[config.mk]
export PLATFORM = sky130hd
export DESIGN_NAME = conv_input_interface
export DESIGN_NICKNAME = d
export VERILOG_FILES = /design/src/rtl/conv_layer_pkg.sv /design/src/rtl/conv_row_buffer.sv /design/src/rtl/conv_input_interface.sv
export SDC_FILE = /design/constraint.sdc
export NUM_CORES = 1
export LEC_CHECK = 0
export CAP_MARGIN = 20
export CORE_UTILIZATION = 29
export DETAILED_ROUTE_END_ITERATION = 12
export GPL_ROUTABILITY_DRIVEN = 0
export PLACE_DENSITY = 0.47
export SLEW_MARGIN = 30
export SYNTH_ARGS = -nofsm -noshare
export SYNTH_HDL_FRONTEND = slang
export SYNTH_SLANG_ARGS = --single-unit
[constraint.sdc]
create_clock -name clk -period 5.37 [get_ports clk]
set_clock_uncertainty 0.15 [all_clocks]
set_input_delay 1.074 -clock clk [delete_from_list [all_inputs] [get_ports clk]]
set_output_delay 1.074 -clock clk [all_outputs]
set_load 0.05 [all_outputs]
[src/rtl/conv_layer_pkg.sv]
// Shared codes and default geometry for the convolution layer input side.
// Command/ack encodings, FSM state encoding, and default parameter values.
package conv_layer_pkg;

    localparam int DEF_WIDTH       = 32;
    localparam int DEF_KERNEL_SIZE = 3;
    localparam int DEF_IMAGE_SIZE  = 8;
    localparam int DEF_ARRAY_SIZE  = DEF_IMAGE_SIZE - DEF_KERNEL_SIZE + 1;
    localparam int DEF_ADDR_WIDTH  = 6;

    localparam logic [1:0] CMD_IDLE          = 2'd0;
    localparam logic [1:0] CMD_PRELOAD_START = 2'd1;
    localparam logic [1:0] CMD_SHIFT_START   = 2'd2;
    localparam logic [1:0] CMD_LOAD_START    = 2'd3;

    localparam logic [1:0] ACK_IDLE        = 2'd0;
    localparam logic [1:0] ACK_PRELOAD_FIN = 2'd1;
    localparam logic [1:0] ACK_SHIFT_FIN   = 2'd2;
    localparam logic [1:0] ACK_LOAD_FIN    = 2'd3;

    typedef enum logic [1:0] {
        S_IDLE  = 2'd0,
        S_FETCH = 2'd1,
        S_DRAIN = 2'd2,
        S_ACK   = 2'd3
    } state_t;

    // Each finished command answers with the ack code of the same value.
    function automatic logic [1:0] ack_for_cmd(input logic [1:0] cmd);
        unique case (cmd)
            CMD_PRELOAD_START: ack_for_cmd = ACK_PRELOAD_FIN;
            CMD_SHIFT_START:   ack_for_cmd = ACK_SHIFT_FIN;
            CMD_LOAD_START:    ack_for_cmd = ACK_LOAD_FIN;
            default:           ack_for_cmd = ACK_IDLE;
        endcase
    endfunction

endpackage

[src/rtl/conv_row_buffer.sv]
// One image row of pixel storage with a single write port and an
// offset-selected ARRAY_SIZE-wide window onto it.
module conv_row_buffer
    import conv_layer_pkg::*;
#(
    parameter int WIDTH       = DEF_WIDTH,
    parameter int IMAGE_SIZE  = DEF_IMAGE_SIZE,
    parameter int ARRAY_SIZE  = DEF_ARRAY_SIZE,
    parameter int COL_W       = $clog2(DEF_IMAGE_SIZE),
    parameter int OFS_W       = $clog2(DEF_KERNEL_SIZE)
) (
    input  logic                        clk,
    input  logic                        rst_n,
    input  logic                        we,
    input  logic [COL_W-1:0]            wr_col,
    input  logic [WIDTH-1:0]            wr_data,
    input  logic [OFS_W-1:0]            offset,
    output logic [ARRAY_SIZE*WIDTH-1:0] window_data
);

    logic [WIDTH-1:0] buf_q [IMAGE_SIZE];
    logic [WIDTH-1:0] buf_d [IMAGE_SIZE];

    always_comb begin
        buf_d = buf_q;
        if (we && (int'(wr_col) < IMAGE_SIZE)) begin
            buf_d[wr_col] = wr_data;
        end
    end

    always_ff @(posedge clk or negedge rst_n) begin
        if (!rst_n) begin
            for (int i = 0; i < IMAGE_SIZE; i++) begin
                buf_q[i] <= '0;
            end
        end else begin
            buf_q <= buf_d;
        end
    end

    // Offsets never push the window past the row end with legal geometry.
    always_comb begin
        window_data = '0;
        for (int i = 0; i < ARRAY_SIZE; i++) begin
            if ((int'(offset) + i) < IMAGE_SIZE) begin
                window_data[i*WIDTH +: WIDTH] = buf_q[int'(offset) + i];
            end
        end
    end

endmodule

[src/rtl/conv_input_interface.sv]
// Responder for the conv layer input command/ack protocol: fetches image rows
// from ROM into a row buffer and presents a shifted window. Optional cmd_err
// output is enabled by defining CONV_INPUT_IF_CMD_ERR_EN.
module conv_input_interface
    import conv_layer_pkg::*;
#(
    parameter int WIDTH       = DEF_WIDTH,
    parameter int KERNEL_SIZE = DEF_KERNEL_SIZE,
    parameter int IMAGE_SIZE  = DEF_IMAGE_SIZE,
    parameter int ARRAY_SIZE  = DEF_ARRAY_SIZE,
    parameter int ADDR_WIDTH  = DEF_ADDR_WIDTH
) (
    input  logic                        clk,
    input  logic                        rst_n,
    input  logic [1:0]                  input_interface_cmd,
    output logic [1:0]                  input_interface_ack,
    output logic                        rom_rd_en,
    output logic [ADDR_WIDTH-1:0]       rom_addr,
    input  logic [WIDTH-1:0]            rom_data,
    output logic [ARRAY_SIZE*WIDTH-1:0] window_data,
    output logic                        window_valid,
    output logic                        frame_done,
`ifdef CONV_INPUT_IF_CMD_ERR_EN
    output logic                        cmd_err,
`endif
    output logic [1:0]                  dbg_state
);

    localparam int ROW_W = $clog2(IMAGE_SIZE);
    localparam int COL_W = $clog2(IMAGE_SIZE);
    localparam int OFS_W = $clog2(KERNEL_SIZE);

    localparam logic [ROW_W-1:0] ROW_LAST = ROW_W'(IMAGE_SIZE - 1);
    localparam logic [COL_W-1:0] COL_LAST = COL_W'(IMAGE_SIZE - 1);
    localparam logic [OFS_W-1:0] OFS_LAST = OFS_W'(KERNEL_SIZE - 1);

    state_t             state_q, state_d;
    logic [ROW_W-1:0]   row_q, row_d;
    logic [OFS_W-1:0]   offset_q, offset_d;
    logic [COL_W-1:0]   rd_col_q, rd_col_d;
    logic [COL_W-1:0]   wr_col_q, wr_col_d;
    logic               wr_en_q, wr_en_d;
    logic [1:0]         cur_cmd_q, cur_cmd_d;
    logic [1:0]         ack_q, ack_d;
    logic               valid_q, valid_d;
    logic               frame_done_q, frame_done_d;
`ifdef CONV_INPUT_IF_CMD_ERR_EN
    logic               preloaded_q, preloaded_d;
    logic               cmd_err_q, cmd_err_d;
`endif

    logic in_idle;
    assign in_idle = (state_q == S_IDLE);

    // State register
    always_ff @(posedge clk or negedge rst_n) begin
        if (!rst_n) begin
            state_q <= S_IDLE;
        end else begin
            state_q <= state_d;
        end
    end

    // Next-state logic
    always_comb begin
        state_d = state_q;
        unique case (state_q)
            S_IDLE: begin
                if (input_interface_cmd == CMD_PRELOAD_START ||
                    input_interface_cmd == CMD_LOAD_START) begin
                    state_d = S_FETCH;
                end else if (input_interface_cmd == CMD_SHIFT_START) begin
                    state_d = S_ACK;
                end
            end
            S_FETCH: if (rd_col_q == COL_LAST) state_d = S_DRAIN;
            S_DRAIN: state_d = S_ACK;
            S_ACK:   state_d = S_IDLE;
            default: state_d = S_IDLE;
        endcase
    end

    // Datapath and output logic
    always_comb begin
        row_d        = row_q;
        offset_d     = offset_q;
        rd_col_d     = rd_col_q;
        cur_cmd_d    = cur_cmd_q;
        valid_d      = valid_q;
        frame_done_d = 1'b0;
        wr_en_d      = (state_q == S_FETCH);
        wr_col_d     = rd_col_q;

        if (in_idle) begin
            unique case (input_interface_cmd)
                CMD_PRELOAD_START: begin
                    row_d     = '0;
                    offset_d  = '0;
                    rd_col_d  = '0;
                    valid_d   = 1'b0;
                    cur_cmd_d = input_interface_cmd;
                end
                CMD_LOAD_START: begin
                    row_d        = (row_q == ROW_LAST) ? '0 : row_q + 1'b1;
                    frame_done_d = (row_q == ROW_LAST);
                    offset_d     = '0;
                    rd_col_d     = '0;
                    valid_d      = 1'b0;
                    cur_cmd_d    = input_interface_cmd;
                end
                CMD_SHIFT_START: begin
                    offset_d  = (offset_q == OFS_LAST) ? '0 : offset_q + 1'b1;
                    cur_cmd_d = input_interface_cmd;
                end
                default: ;
            endcase
        end

        if (state_q == S_FETCH) begin
            rd_col_d = (rd_col_q == COL_LAST) ? '0 : rd_col_q + 1'b1;
        end

        // The final word lands in the buffer at the end of the drain cycle.
        if (state_q == S_DRAIN) begin
            valid_d = 1'b1;
        end

        ack_d = (state_d == S_ACK) ? ack_for_cmd(cur_cmd_d) : ACK_IDLE;
    end

`ifdef CONV_INPUT_IF_CMD_ERR_EN
    always_comb begin
        preloaded_d = preloaded_q;
        cmd_err_d   = 1'b0;
        if (!in_idle && input_interface_cmd != CMD_IDLE) begin
            cmd_err_d = 1'b1;
        end
        if (in_idle && !preloaded_q &&
            (input_interface_cmd == CMD_SHIFT_START ||
             input_interface_cmd == CMD_LOAD_START)) begin
            cmd_err_d = 1'b1;
        end
        if (in_idle && input_interface_cmd == CMD_PRELOAD_START) begin
            preloaded_d = 1'b1;
        end
    end

    always_ff @(posedge clk or negedge rst_n) begin
        if (!rst_n) begin
            preloaded_q <= 1'b0;
            cmd_err_q   <= 1'b0;
        end else begin
            preloaded_q <= preloaded_d;
            cmd_err_q   <= cmd_err_d;
        end
    end

    assign cmd_err = cmd_err_q;
`endif

    always_ff @(posedge clk or negedge rst_n) begin
        if (!rst_n) begin
            row_q        <= '0;
            offset_q     <= '0;
            rd_col_q     <= '0;
            wr_col_q     <= '0;
            wr_en_q      <= 1'b0;
            cur_cmd_q    <= CMD_IDLE;
            ack_q        <= ACK_IDLE;
            valid_q      <= 1'b0;
            frame_done_q <= 1'b0;
        end else begin
            row_q        <= row_d;
            offset_q     <= offset_d;
            rd_col_q     <= rd_col_d;
            wr_col_q     <= wr_col_d;
            wr_en_q      <= wr_en_d;
            cur_cmd_q    <= cur_cmd_d;
            ack_q        <= ack_d;
            valid_q      <= valid_d;
            frame_done_q <= frame_done_d;
        end
    end

    assign rom_rd_en           = (state_q == S_FETCH);
    assign rom_addr            = rom_rd_en ?
                                 (ADDR_WIDTH'(row_q) * ADDR_WIDTH'(IMAGE_SIZE) +
                                  ADDR_WIDTH'(rd_col_q)) : '0;
    assign input_interface_ack = ack_q;
    assign window_valid        = valid_q;
    assign frame_done          = frame_done_q;
    assign dbg_state           = state_q;

    conv_row_buffer #(
        .WIDTH      (WIDTH),
        .IMAGE_SIZE (IMAGE_SIZE),
        .ARRAY_SIZE (ARRAY_SIZE),
        .COL_W      (COL_W),
        .OFS_W      (OFS_W)
    ) u_row_buffer (
        .clk         (clk),
        .rst_n       (rst_n),
        .we          (wr_en_q),
        .wr_col      (wr_col_q),
        .wr_data     (rom_data),
        .offset      (offset_q),
        .window_data (window_data)
    );

endmodule

==> results.cfg <==
[final_layout]
drive_gt1_share_pct = 45.4
final_nets = 1384
diodes = 0
fillers = 5154
final_common_cell = mux2_2
synthToLayoutAreaGrowth_pct = 30.2
mostFrequentLayoutCells = 306 x mux2_2, 274 x dfrtp_1, 173 x clkdlybuf4s50_1

[floorplan]
io_pins = 241
design.die.area_sq_mm = 0.0570
fp.dieW_microns = 239
dieHeight_microns = 239
fp-row-count = 86
start_util_pct = 29.4
core_sq_mm = 0.0552

[global_routing]
grt_util_all_layers_pct = 18.7
grt_max_degree = 108
grt_overflow_total = 0
antenna_found_initial = 3
grt_pass1_wl_microns = 79400
grt_pass1_vias = 11700

[clock_tree]
htree_levels = 2
postCtsHoldBufs = 0
post_cts_resize_count = 0
cts.root.buffer_cell = clkbuf_16
cts_sinks = 276
clkLatencyLatePin_ns = 0.54
cts_buffers = 36
cts_buffer_depth = 3
cts_tree = done
cts.clk_slew.worst_paths_ns = 0.06
cts_setup_buffers = 0

[sta]
rsz0062_at_grt = no
setup_violations = 0
fin_crit_ns = 4.86
max_freq_mhz = 206
fin_crit_sh_pct = 90.4
tightest_slew_ns = 0.864
maxSlewHeadroom_pct = 42.2
finalMaxSlewViolations = 0
hold_viol_final = 0
fin_setup_tns_ns = 0

[critical_path]
crit_required_ns = 4.15
cpPeakStageDelay_ns = 0.71
path_max_fanout = 107
setup.worst_path.class = register to primary output
crit_arrival_ns = 3.63
path_buf_inv = 3
path_cells = buf_12 -> buf_4 -> mux4_2 -> nor2b_1 -> clkdlybuf4s50_1
crit_slowest_cell = clkdlybuf4s50_1
cp-end-kind = primary output
cp_top_family = buffers and inverters
start_kind = register

[routing]
drtAntennaViolNets = 0
vias_per_cell = 5.42
wl_microns = 53500
drc_errors = 0
first_pass_iters = 5
drt_iter0_drc = 631
num_vias = 11500
wl_per_cell_microns = 25.3

[logic_synthesis]
syn_area_sq_mm = 0.0163
synthCells = 1121
synth_edf_count = 0
synth_ff_type = dfrtp_1
synth_area_per_cell_sq_um = 14.5
syn-num-nets = 1165
synth_warnings = 0
ys_types = 37
ys_ff_latch = 276
synthArstFlopShare_pct = 100
ys_seq_area_share_pct = 42.5

[worst_hold_path]
min_path_type = register to register

[run_status]
outcome = completed

[place]
dp_hpwl_microns = 34000
io_buffers = 240

[flow_run]
cap_violations = 0
[cell families after synthesis]
logic type / count (synthesis) / synth area share [%]
multiplexers: 513 / 43.9
flip-flops: 276 / 42.5
AO/OA/AOI/OAI: 111 / 5.66
AND/OR/NAND/NOR: 107 / 3.59
buffers and inverters: 106 / 3.72
adder cells (fa/ha/maj): 8 / 0.616
[area by class of cell]
| class | count | area, sq um | share of cell area (%) |
|---|---|---|---|
| sequential | 276 | 6910 | 32.7 |
| tap | 748 | 936 | 4.42 |
| clock buffer | 51 | 1090 | 5.14 |
| inverter | 7 | 26.3 | 0.124 |
| multi-input combinational | 739 | 8810 | 41.6 |
| timing repair buffer | 280 | 3230 | 15.3 |
| clock inverter | 13 | 151 | 0.715 |
[registers in the layout, indices dropped and copies added (netlist names)]
name / count
u_row_buffer.buf_q: 256
rd_col_q: 3
row_q: 3
wr_col_q: 3
cur_cmd_q: 2
dbg_state: 2
input_interface_ack: 2
offset_q: 2
frame_done: 1
window_valid: 1
wr_en_q: 1
[worst paths after layout]
check	from	endpoint	slack, ns	depth (start not counted)
min reg2reg	rd_col_q[1]	wr_col_q[1]	0.29	0
min in group asynchronous	rst_n	u_row_buffer.buf_q[104]	0.35	1
min	rd_col_q[1]	wr_col_q[1]	0.29	0
max in group asynchronous	rst_n	u_row_buffer.buf_q[111]	3.56	2
max reg2reg	wr_col_q[2]	u_row_buffer.buf_q[111]	3.06	3
max	offset_q[0]	window_data[179]	0.51	5
[metal layers]
metal	vias up	GRT usage (%)	routed length (microns)	share of wire (%)
li1	4878	-	-	-
met1	6156	26.9	25000	47
met2	336	28.9	24700	46
met3	82	3.14	2510	4.7
met4	6	5.44	1270	2.4
met5	-	0	39	0.073
[cell usage after synthesis, types with 2 or more instances]
cell type,n,area [sq um]
nand4b_1,3,26.3
a32o_1,3,30.0
o22ai_1,33,206
and2_1,7,43.8
mux2_1,12,135
a22o_1,2,17.5
dfrtp_1,276,6910
inv_1,7,26.3
o21ai_0,5,25.0
o31ai_1,2,15.0
buf_4,17,128
nand2b_1,3,18.8
buf_2,42,210
nor2_1,37,139
a221oi_1,32,280
mux2i_1,66,661
nor3b_2,2,25.0
ha_1,8,100
nand2_1,12,45.0
nor2b_1,35,219
clkbuf_1,27,101
mux2_2,306,3450
mux4_2,128,2880
buf_6,12,135
a221o_1,31,310
nor3_2,2,20.0
[worst register-to-register path, stage by stage, from the launching register on]
cell,delay [ns]
dfrtp_1,0.58
nor3b_4,0.41
buf_4,0.62
mux2_2,0.43
[per-stage QoR]
stage	setup slack (ns)	hold WS (ns)	cells	util, %	cell area, sq um
6_report	0.514	0.291	2114	38.3	21200
3_3_place_gp	1.10	0.284	2047	36.0	19900
3_5_place_dp	1.09	0.291	2049	36.0	19900
4_1_cts	0.501	0.304	2113	38.3	21100
2_1_floorplan	0.800	0.240	1121	-	16300
5_1_grt	0.358	0.303	2114	38.3	21200
Power is left out: the tool's default activity adds up to more than one toggle a clock period on the data nets, which glitch-free logic cannot reach.
